### src/rtl/fifo_status_arb.sv
// fifo_status_arb: round-robin burst-request arbiter over CH_NUM write-side FIFOs.
// Watches fill levels and tail events and issues full or tail bursts to one shared
// request interface. A stuck transfer can be aborted by a timeout, which pulses a
// per-channel chain reset.
module fifo_status_arb #(
   parameter int unsigned CH_NUM      = 4,
   parameter int unsigned CNT_W       = 10,
   parameter int unsigned LSIZE       = 9,
   parameter int unsigned THRESHOLD   = 200,
   parameter int unsigned BURST_LEN   = 100,
   parameter logic [15:0] TIMEOUT_CYC = 16'hFFF0,
   parameter string       MODE        = "LINE",
   localparam int unsigned CH_W       = (CH_NUM > 1) ? $clog2(CH_NUM) : 1
) (
   input  logic                      clock,
   input  logic                      rst_n,
   input  logic                      enable,
   input  logic [CH_NUM-1:0]         f_rst_status,
   input  logic [CH_NUM*CNT_W-1:0]   count,
   input  logic [CH_NUM-1:0]         line_tail,
   input  logic [CH_NUM-1:0]         frame_tail,
   input  logic [CH_NUM*LSIZE-1:0]   tail_len,
   input  logic [CH_NUM-1:0]         fifo_empty,
   output logic                      req,
   output logic                      req_tail,
   output logic [CH_W-1:0]           req_ch,
   output logic [LSIZE-1:0]          req_len,
   input  logic                      resp,
   input  logic                      done,
   output logic [CH_NUM-1:0]         burst_done,
   output logic [CH_NUM-1:0]         tail_done,
   output logic [CH_NUM-1:0]         rst_chain,
   output logic                      timeout_err
);

   localparam int unsigned TMO_W     = 16;
   localparam bit          USE_FRAME = (MODE == "ONCE");

   localparam logic [2:0] S_IDLE  = 3'd0;
   localparam logic [2:0] S_REQ   = 3'd1;
   localparam logic [2:0] S_WAIT  = 3'd2;
   localparam logic [2:0] S_FSH   = 3'd3;
   localparam logic [2:0] S_TERR  = 3'd4;
   localparam logic [2:0] S_FLUSH = 3'd5;

   // state and datapath registers
   logic [2:0]         state_q,      state_d;
   logic [CH_W-1:0]    ch_q,         ch_d;
   logic [CH_W-1:0]    last_q,       last_d;
   logic               tail_q,       tail_d;
   logic [LSIZE-1:0]   len_q,        len_d;
   logic               req_q,        req_d;
   logic [TMO_W-1:0]   tmo_q,        tmo_d;
   logic [CH_NUM-1:0]  pend_q,       pend_d;
   logic [CH_NUM-1:0]  tail_in_q;
   logic [CH_NUM-1:0]  edge_q;
   logic [CH_NUM-1:0]  burst_done_q, burst_done_d;
   logic [CH_NUM-1:0]  tail_done_q,  tail_done_d;
   logic [CH_NUM-1:0]  rst_chain_q,  rst_chain_d;
   logic               terr_q,       terr_d;

   // combinational helpers
   logic [CH_NUM-1:0]  tail_sel;
   logic [CH_NUM-1:0]  elig;
   logic [CH_NUM-1:0]  cnt_zero;
   logic [CH_NUM-1:0]  ch_oh;
   logic               gnt_found;
   logic [CH_W-1:0]    gnt_ch;
   logic [TMO_W-1:0]   tmo_inc;
   logic               tmo_hit;

   logic [CNT_W-1:0]   cnt_a  [CH_NUM];
   logic [LSIZE-1:0]   tlen_a [CH_NUM];

   // unpack per-channel count and tail length buses
   for (genvar g = 0; g < CH_NUM; g++) begin : g_unpack
      assign cnt_a[g]  = count[g*CNT_W +: CNT_W];
      assign tlen_a[g] = tail_len[g*LSIZE +: LSIZE];
   end

   assign tail_sel = USE_FRAME ? frame_tail : line_tail;
   assign ch_oh    = CH_NUM'(1) << ch_q;

   // per-channel eligibility: tail pending or fill level at threshold
   always_comb begin
      elig     = '0;
      cnt_zero = '0;
      for (int unsigned i = 0; i < CH_NUM; i++) begin
         cnt_zero[i] = (cnt_a[i] == '0);
         elig[i]     = enable & ~fifo_empty[i] &
                       (pend_q[i] | (cnt_a[i] >= CNT_W'(THRESHOLD)));
      end
   end

   // round-robin search starting one past the last grant
   always_comb begin
      int unsigned pos;
      logic [CH_W-1:0] cand;
      pos       = 0;
      cand      = '0;
      gnt_found = 1'b0;
      gnt_ch    = '0;
      for (int unsigned k = 1; k <= CH_NUM; k++) begin
         pos = 32'(last_q) + k;
         if (pos >= CH_NUM) begin
            pos = pos - CH_NUM;
         end
         cand = CH_W'(pos);
         if (!gnt_found && elig[cand]) begin
            gnt_found = 1'b1;
            gnt_ch    = cand;
         end
      end
   end

   // saturating timeout increment and abort condition
   always_comb begin
      tmo_inc = (tmo_q == {TMO_W{1'b1}}) ? tmo_q : tmo_q + TMO_W'(1);
      tmo_hit = (TIMEOUT_CYC != '0) && (tmo_inc == TIMEOUT_CYC);
   end

   // next-state, grant latching and registered-output decode
   always_comb begin
      state_d      = state_q;
      ch_d         = ch_q;
      last_d       = last_q;
      tail_d       = tail_q;
      len_d        = len_q;
      tmo_d        = tmo_q;
      req_d        = 1'b0;
      burst_done_d = '0;
      tail_done_d  = '0;
      rst_chain_d  = '0;
      terr_d       = terr_q;

      case (state_q)
         S_IDLE: begin
            if (gnt_found) begin
               state_d = S_REQ;
               ch_d    = gnt_ch;
               last_d  = gnt_ch;
               tail_d  = pend_q[gnt_ch];
               len_d   = pend_q[gnt_ch] ? tlen_a[gnt_ch] : LSIZE'(BURST_LEN);
               tmo_d   = '0;
            end
         end
         S_REQ: begin
            if (resp) begin
               tmo_d   = '0;
               state_d = done ? S_FSH : S_WAIT;
            end else begin
               tmo_d = tmo_inc;
               if (tmo_hit) begin
                  state_d = S_TERR;
               end
            end
         end
         S_WAIT: begin
            tmo_d = tmo_inc;
            if (done) begin
               state_d = S_FSH;
            end else if (tmo_hit) begin
               state_d = S_TERR;
            end
         end
         S_FSH: begin
            state_d = S_IDLE;
         end
         S_TERR: begin
            state_d = S_FLUSH;
         end
         S_FLUSH: begin
            if (fifo_empty[ch_q]) begin
               state_d = S_IDLE;
            end
         end
         default: begin
            state_d = S_IDLE;
         end
      endcase

      // soft reset of the granted channel abandons the transfer silently
      if ((state_q != S_IDLE) && f_rst_status[ch_q]) begin
         state_d = S_IDLE;
      end

      // outputs are decoded from the next state so they line up with it
      req_d = (state_d == S_REQ);
      if (state_d == S_FSH) begin
         if (tail_q) begin
            tail_done_d = ch_oh;
         end else begin
            burst_done_d = ch_oh;
         end
      end
      if (state_d == S_TERR) begin
         rst_chain_d = ch_oh;
         terr_d      = 1'b1;
      end
   end

   // tail-pending bookkeeping; a fresh edge beats completion, soft reset beats all
   always_comb begin
      pend_d = pend_q;
      for (int unsigned i = 0; i < CH_NUM; i++) begin
         if ((state_q == S_IDLE) && cnt_zero[i]) begin
            pend_d[i] = 1'b0;
         end
         if ((state_q == S_FSH) && tail_q && (ch_q == CH_W'(i))) begin
            pend_d[i] = 1'b0;
         end
         if ((state_q == S_TERR) && (ch_q == CH_W'(i))) begin
            pend_d[i] = 1'b0;
         end
         if (edge_q[i]) begin
            pend_d[i] = 1'b1;
         end
         if (f_rst_status[i]) begin
            pend_d[i] = 1'b0;
         end
      end
   end

   // state and output registers, synchronous active-low reset
   always_ff @(posedge clock) begin
      if (!rst_n) begin
         state_q      <= S_IDLE;
         ch_q         <= '0;
         last_q       <= CH_W'(CH_NUM - 1);
         tail_q       <= 1'b0;
         len_q        <= '0;
         req_q        <= 1'b0;
         tmo_q        <= '0;
         pend_q       <= '0;
         tail_in_q    <= '0;
         edge_q       <= '0;
         burst_done_q <= '0;
         tail_done_q  <= '0;
         rst_chain_q  <= '0;
         terr_q       <= 1'b0;
      end else begin
         state_q      <= state_d;
         ch_q         <= ch_d;
         last_q       <= last_d;
         tail_q       <= tail_d;
         len_q        <= len_d;
         req_q        <= req_d;
         tmo_q        <= tmo_d;
         pend_q       <= pend_d;
         tail_in_q    <= tail_sel;
         edge_q       <= tail_sel & ~tail_in_q;
         burst_done_q <= burst_done_d;
         tail_done_q  <= tail_done_d;
         rst_chain_q  <= rst_chain_d;
         terr_q       <= terr_d;
      end
   end

   assign req         = req_q;
   assign req_tail    = tail_q;
   assign req_ch      = ch_q;
   assign req_len     = len_q;
   assign burst_done  = burst_done_q;
   assign tail_done   = tail_done_q;
   assign rst_chain   = rst_chain_q;
   assign timeout_err = terr_q;

endmodule

### config.mk
export PLATFORM = sky130hd
export DESIGN_NAME = fifo_status_arb
export DESIGN_NICKNAME = d
export VERILOG_FILES = /design/src/rtl/fifo_status_arb.sv
export SDC_FILE = /design/constraint.sdc
export NUM_CORES = 1
export LEC_CHECK = 0
export CORE_MARGIN = 10
export CORE_UTILIZATION = 45
export DETAILED_ROUTE_END_ITERATION = 12
export GPL_TIMING_DRIVEN = 0
export PLACE_DENSITY_LB_ADDON = 0.12
export SLEW_MARGIN = 20
export SYNTH_ARGS = -nofsm -noshare
export SYNTH_HDL_FRONTEND = slang
export SYNTH_SLANG_ARGS = --single-unit
### constraint.sdc
create_clock -name clock -period 3.2 [get_ports clock]
set_input_delay 0.64 -clock clock [delete_from_list [all_inputs] [get_ports clock]]
set_output_delay 0.64 -clock clock [all_outputs]
set_load 0.05 [all_outputs]
==> run summary, run 1 <==
The flow ran to the end, and the final reports show no timing, DRC or antenna violations. For the number of antenna violations at the first check in global routing, the log shows 0. Class of the most critical setup path: primary input to flip-flop. Across every metal layer, demand over resource in global routing totals 18.9%. Summed over all cells, the static leakage comes to 0.00161 uW. For the final routed wirelength across all metal layers, the log shows 11,300 um. Maximum buffer depth of the clock tree: 2. Traced cell by cell, the critical path runs through clkdlybuf4s50_1 -> o311a_1 -> o41a_1 -> o22ai_1 -> o211ai_1 -> a21o_1 -> or3b_1 -> buf_2 -> o221ai_1.

Excluding fillers, the count of instances in the completed layout stands at 642. Yosys attributes the largest share of cell area to sky130_fd_sc_hd__dfxtp_1, sky130_fd_sc_hd__a21oi_1, sky130_fd_sc_hd__mux2i_1, sky130_fd_sc_hd__nor3_1, sky130_fd_sc_hd__nor2_1. The final critical-path share of the clock period is 94.0%, and the number of clock sinks seen by CTS is 59. Between clock sinks in the finished design, the worst skew comes to 0.00630 ns.

The H-tree was split into 3 levels. The critical path endpoint category is a flip-flop. Compared with the post-synthesis result, the final layout area differs by 45.6%. Boundary pin count: 123.

The post-detailed-route DRC marker count came out at 0. The tree is rooted in a sky130_fd_sc_hd__clkbuf_8. Once placement finished, the instance area stood at 4660 um2. The x dimension of the die is 106 um. The final-report setup violation count is 0. In this run, synthesis produced a sequential element count of 59. For the number of pins with negative max-slew slack in the final report, the log shows 0. Yosys printed 0 warnings. The synthesized netlist devotes 0.373% of its cell area to adder and majority cells. The run gives 3.27 ns as the data arrival time of the critical path. After clock tree synthesis, the clock-pin slew on the worst setup and hold paths is 0.07 ns.

The slowest library cell on the worst path was sky130_fd_sc_hd__o41a_1. The logs give 0 for the hold violation count in the final report and 0.325 mV for the worst ir drop on vdd. In this run, synthesis inferred 0 flip-flops with an integrated enable.

When the netlist entered floorplanning its net count stood at 505. The via count of the first global-routing pass is 3,518, and the initial cell density of the core is 46.3%. The tool flagged a number of max-cap violations equal to 0. The post-synthesis share of cell area spent on xor and xnor gates came out at 0.261%. Of the total synthesized cell area, the portion taken by AND, OR, NAND and NOR gates is 28.9%. The post-synthesis instance total is 407.

The via density per instance came out at 5.85. Across all layers, the routed design uses 3,755 vias. Registers are responsible for 38.0% of the overall power.

The tools report the antenna diode count as 0. The share of synthesized flip-flops with an asynchronous set or reset works out to 0%. After synthesis, the largest family of logic cells by area is simple AND/OR/NAND/NOR gates.

The number of placement rows is 31, and the power per cell area is 440 nW/um2. Once layout is complete, the utilization of the core stands at 67.4%. The biggest area contributor in the post-synthesis netlist is sky130_fd_sc_hd__dfxtp_1. The multiplexer area fraction after synthesis is 5.56%. Combinational cells account for 35.1% of the total power. The switching power total is 782 uW, and the initial DRC count is 154. The switching power share of the total came out at 36.4%. The run gives 5 as the number of search-and-repair iterations in the first detailed-routing pass. The mean routed wirelength per cell was 17.6 um. The die is 106 um tall. For the sequential element share of the synthesized area, the log shows 35.2%. The synthesized netlist contains 66 unique library cells. For the combined area of all synthesized cells, the log shows 3360 um2. At the pin with the least slew margin, the transition time is 0.842 ns. The area share of the leading cell type in the synthesized netlist was 35.2%.

At the worst endpoint, the required time is 3.46 ns. The tools report the startpoint type of the worst setup path as a primary input. The tightest min-delay check is of the flip-flop to flip-flop type. Number of port buffers: 118. For this run the aggregate overflow at the end of global routing stands at 0. Setup repair after global routing left no endpoint under its margin.

The maximum fanout count along the critical path is 6, and the number of routed nets with antenna violations is 0. The routed design could run at a clock period as short as 3.01 ns. The first global-routing pass estimated 17,500 um of wire. The complex-gate fraction of the synthesized area is 25.6%, and the largest net degree at the start of global routing is 12. Of the cells placed in the final design, the portion with a size suffix greater than 1 is 8.29%.

For the die area, the log shows 11,300 um2. The most instantiated flip-flop cell in the synthesis netlist is sky130_fd_sc_hd__dfxtp_1. The internal portion of the total power is 1370 uW. The worst pin sits at a relative slew slack of 43.1%. The CTS buffer count is 9, and the core outline area is 7250 um2. After routing the design area is 4890 um2.

Smallest hold slack: 0.382 ns. The clock network is responsible for 27.0% of the overall power. Based on the critical path, the design can be clocked at up to 0.332 GHz.

TritonCTS built the clock tree. Detailed placement ended at an HPWL of 8810 um. At the later pin of the worst-skew pair, clock insertion delay measures 0.34 ns. The congestion estimate from routability-driven global placement came to 0.917. For this run, the slowest stage of the critical path takes 0.43 ns. Including well taps, the total number of placed cells is 624. The layout net count is 636, and the per-instance average area after synthesis is 8.25 um2.
-- area by class of cell --
cell class                 count  area (um2)
tap                           99         124
buffer                        23        97.6
inverter                      11        41.3
multi-input combinational    315        2080
clock buffer                  10         128
sequential                    59        1180
timing repair buffer         119        1190
clock inverter                 6        42.5
fill                         604        2370
-- flip-flops by register name, indices dropped and copies added, names as in the netlist, 2 cells and up --
name        count
burst_done      4
edge_q          4
last_q          2
pend_q          4
req_ch          2
req_len         9
rst_chain       4
state_q         3
tail_done       4
tail_in_q       4
tmo_q          16
-- synth_stat cells, drive strengths merged, types with 5 or more instances --
cell type / count
nand3: 16
a32oi: 5
a22oi: 8
inv: 11
o221ai: 8
nor3b: 5
dfxtp: 59
nor4: 13
a21oi: 29
nor3: 24
nand4: 9
clkbuf: 16
nand2: 25
or3: 6
buf: 7
o211ai: 5
nor2b: 14
mux2i: 13
nand2b: 5
a31oi: 10
o21ai: 21
nor2: 31
-- final timing paths --
check	to	cells after the start	startpoint	slack (ns)
setup reg to reg	rst_chain[0]	10	tmo_q[1]	0.34
hold / removal	edge_q[1]	1	tail_in_q[1]	0.38
setup / recovery	req_len[3]	9	count[3]	0.19
hold reg to reg	edge_q[1]	1	tail_in_q[1]	0.38
-- power groups by stage --
stage / clock, uW / sequential (uW) / combinational, uW
2_1_floorplan: 0 / 901 / 368
3_3_place_gp: 0 / 829 / 713
3_5_place_dp: 0 / 831 / 723
4_1_cts: 598 / 815 / 725
5_1_grt: 628 / 822 / 813
6_report: 580 / 816 / 753
-- stage by stage --
step	setup WS (ns)	TNS, ns	total power (uW)
final	0.192	0	2150
after global routing	0.0463	0	2260
after CTS	-0.00919	-0.0263	2140
after detailed placement	-0.372	-6.73	1550
after global placement	-0.342	-5.81	1540
after floorplan	0.586	0	1270
-- worst max-delay path, delay by kind of cell --
kind,cells,cell delay [ns]
AOI/OAI and AO/OA,6,1.70
buffers and inverters,2,0.59
and+or+nand+nor,1,0.36
-- per-layer routing --
metal  up-vias  GRT usage, %  routed length (um)
li1       1829             -                   -
met1      1737          23.8                5020
met2       175          31.2                5320
met3        14          4.71                 833
met4         0          5.32                 121
met5         -             0                   0
-- cells in the final DEF (no fill, tap or decap), types with 11 or more instances in the layout --
master,count
sky130_fd_sc_hd__nand3_1,15
sky130_fd_sc_hd__nor4_1,12
sky130_fd_sc_hd__inv_1,11
sky130_fd_sc_hd__o21ai_0,21
sky130_fd_sc_hd__a21oi_1,28
sky130_fd_sc_hd__nand2_1,25
sky130_fd_sc_hd__dfxtp_1,59
sky130_fd_sc_hd__clkbuf_1,16
sky130_fd_sc_hd__clkdlybuf4s50_1,118
sky130_fd_sc_hd__nor2b_1,14
sky130_fd_sc_hd__nor3_1,24
sky130_fd_sc_hd__nor2_1,31
sky130_fd_sc_hd__mux2i_1,13
-- logic make-up (layout without fill, tap and decap cells) --
kind of cell | count (synthesis) | after routing
compound gates | 120 | 121
xor+xnor | 1 | 1
mux | 16 | 16
fa+ha+maj | 1 | 1
buf+inv | 34 | 169
flops | 59 | 59
simple gates | 176 | 176
-- repair_timing --
item | in CTS | in global routing
setup buffers | 0 | 1
gates cloned | 0 | 1
setup endpoints to repair | 5 | 14
gates resized for setup | 0 | 4
pin swaps | 0 | 1
hold endpoints to repair | 0 | 0
hold buffers | 0 | 0
(Power assumes the default switching activity.)
==> run 2, diff against run 1 <==
Settings changed: CORE_UTILIZATION 45 to 48, MAX_ROUTING_LAYER from default to met4.
Clock period 3.2 ns to 3.6 ns, I/O delays scaled along.
==> run 2 against run 1 <==
Against the previous run:
- final area fell by 0.97%
- critical path depth down 1
- total power down 9.0%
- clock-buffer cell count fell by 1
- wire length rose by 2.0%
- sequential cell count is the same
- non-clock buffer count is 1 lower
- register-to-register slack improved by 0.24 ns
- core utilization up 3.9 points
- critical path type unchanged
- critical endpoint is now burst_done[3]
==> run summary, run 2 (synthesis results as in run 1) <==
Among the stages of the critical path, the cell type that occurs most often is sky130_fd_sc_hd__nor3_1. The mean routed wirelength per cell is 18.1 um. VDD sags by at most 0.251 mV. In the routed design, unresolved DRC markers number 0.

Setup repair after global routing left no endpoint under its margin. Summed over all layers, the global routing overflow is 0. The worst register-to-register path has a depth of 9. Dividing total power by cell area gives a power density of 404 nW/um2. The via density per instance is 5.92.

The boundary pin count is 123. After clock tree synthesis, the flow added hold-fix buffers numbering 0. Once the clock tree was built, the setup fixing pass inserted 0 buffers.

The number of flip-flops in the largest register was 16. Clock skew on the completed layout was measured at 0.00896 ns. Critical path endpoint category: a flip-flop. For the hold violation count in the final report, the log shows 0.

Via count: 3,764. The run gives 634 as the layout net count. The antenna diode count came out at 0. The delay of the slowest cell on the worst path was 0.51 ns. Required time of the worst setup path: 3.81 ns. Slew at the pin closest to its max-slew limit: 0.990 ns.

The floorplan step set the die height to 104 um. The post-placement cell count was 621. The first global-routing pass estimated 18,100 um of wire. The first detailed-routing pass ran for 5 iterations.

The number of clock sinks seen by CTS is 59. Walking the worst path, the cells encountered are clkdlybuf4s50_1 -> o311a_1 -> o41ai_1 -> a41oi_1 -> nor3_1 -> nor3_1 -> a21oi_2 -> nor4_1. Most common cell after layout, fill and taps aside: sky130_fd_sc_hd__clkdlybuf4s50_1. The HPWL after detailed placement is 8980 um. Number of pins with negative max-slew slack in the final report: 0. Post-CTS repair changed the size of 0 cells. The run gives 10,700 um2 as the die area. More flip-flops sit in one register than any other, and that register is tmo_q.

The class of the most critical setup path is primary input to flip-flop. For the leakage component of the power, the log shows 0.00162 uW. No sink is reached through more buffers than the 2 on the longest clock path. CTS buffer count: 9. The maximum fanout count along the critical path came out at 9.

The run gives 0 as the number of routed nets with antenna violations. The smallest clock period supported by the final layout is computed as 3.40 ns. Input and output buffers added on the ports amount to 118.

The worst setup path is launched from a primary input. The maximum operating frequency is 0.294 GHz. The top cell types in the final layout, fill and taps aside, are sky130_fd_sc_hd__clkdlybuf4s50_1, sky130_fd_sc_hd__dfxtp_1, sky130_fd_sc_hd__nor2_1. Startpoint of the most critical register-to-register path: tmo_q[1]. The core region is 6790 um2. For the number of antenna violations at the first check in global routing, the log shows 0.

TritonCTS built the clock tree. The root buffer selected by CTS is sky130_fd_sc_hd__clkbuf_8. The layout has 571 filler cells. The run finished with clean final reports. Setup violations remaining at the end of the flow were counted as 0. The via count of the first global-routing pass is 3,559. Data on the critical path arrives at its endpoint at 3.61 ns.

For this block, the initial DRC count from the detailed router was 187. The final routed wirelength across all metal layers was 11,500 um; the area growth from synthesis to layout was 44.2%. On the critical path, the stage with the largest delay is an instance of sky130_fd_sc_hd__o41ai_1. Number of placement rows: 30. The worst hold path startpoint was tail_in_q[1].

The logs give 20.9% for the overall global routing resource usage and 0.911 for the routability congestion estimate from global placement. The tool flagged a number of max-cap violations equal to 0. The clock tree synthesis step divided the H-tree into 3 levels. The share of post-route cells with drive strength above 1 works out to 7.41%. The clock reaches the later pin of the worst-skew pair after 0.35 ns.

In the finished design, the share of the clock period the worst path needs comes to 94.4%. The initial cell density of the core came out at 49.4%. The final sum of negative setup slack is 0 ns, and the largest net degree at the start of global routing is 11. After clock tree synthesis, the clock-pin slew on the worst setup and hold paths is 0.07 ns. From left edge to right edge, the die measures 104 um. The worst hold path class was flip-flop to flip-flop. The finished layout holds 636 standard cells, fillers aside. The most critical setup path has its startpoint at count[3]. Measured against its own limit, the worst slew margin works out to 33.4%. The number of instances on the worst hold path came out at 1.
## run 2: path summary, 6_finish.rpt
path	to	slack, ns
worst max-delay path	burst_done[3]	0.20
worst min-delay path	edge_q[1]	0.38
worst max register to register	burst_done[3]	0.58
worst min register to register	edge_q[1]	0.38
## run 2: area by class of cell
| cell class | instances | area, um2 | area share [%] |
|---|---|---|---|
| plain buffers | 23 | 97.6 | 2.02 |
| multi-input cells | 314 | 2040 | 42.1 |
| clock inverters | 6 | 57.6 | 1.19 |
| inverters | 11 | 41.3 | 0.853 |
| flip-flops and latches | 59 | 1180 | 24.4 |
| repair buffers | 118 | 1180 | 24.4 |
| clock buffers | 9 | 124 | 2.56 |
| well taps | 96 | 120 | 2.48 |
## run 2: report_power, final
| group | total [uW] | internal (uW) | leakage (uW) | switching [uW] |
|---|---|---|---|---|
| registers | 724 | 694 | 0.000480 | 30.8 |
| clock network | 578 | 310 | 0.0000946 | 268 |
| logic | 654 | 265 | 0.00105 | 389 |
## run 2: worst max-delay path: cells and delay by family
kind,cells,cell delay [ns]
compound gates,4,1.73
buf+inv,1,0.42
simple gates,3,0.73
## run 2: routing by layer
layer,vias up,part of all wire [%],GRT usage (%)
met2,167,48,34.4
met4,0,0.95,5.34
met5,-,0,-
met1,1758,44,24.7
met3,12,6.3,5.39
li1,1827,-,-
## run 2: stage by stage
stage / instance area (um2) / util (%) / total power, uW / worst slack (ns) / hold WS [ns]
floorplan: 3360 / - / 1130 / 0.906 / 0.367
global placement: 4660 / 68.5 / 1370 / -0.0391 / 0.371
detailed placement: 4660 / 68.5 / 1380 / -0.118 / 0.375
CTS: 4840 / 71.2 / 1950 / 0.225 / 0.374
global route: 4840 / 71.2 / 2050 / 0.0219 / 0.387
finish: 4840 / 71.2 / 1960 / 0.201 / 0.375
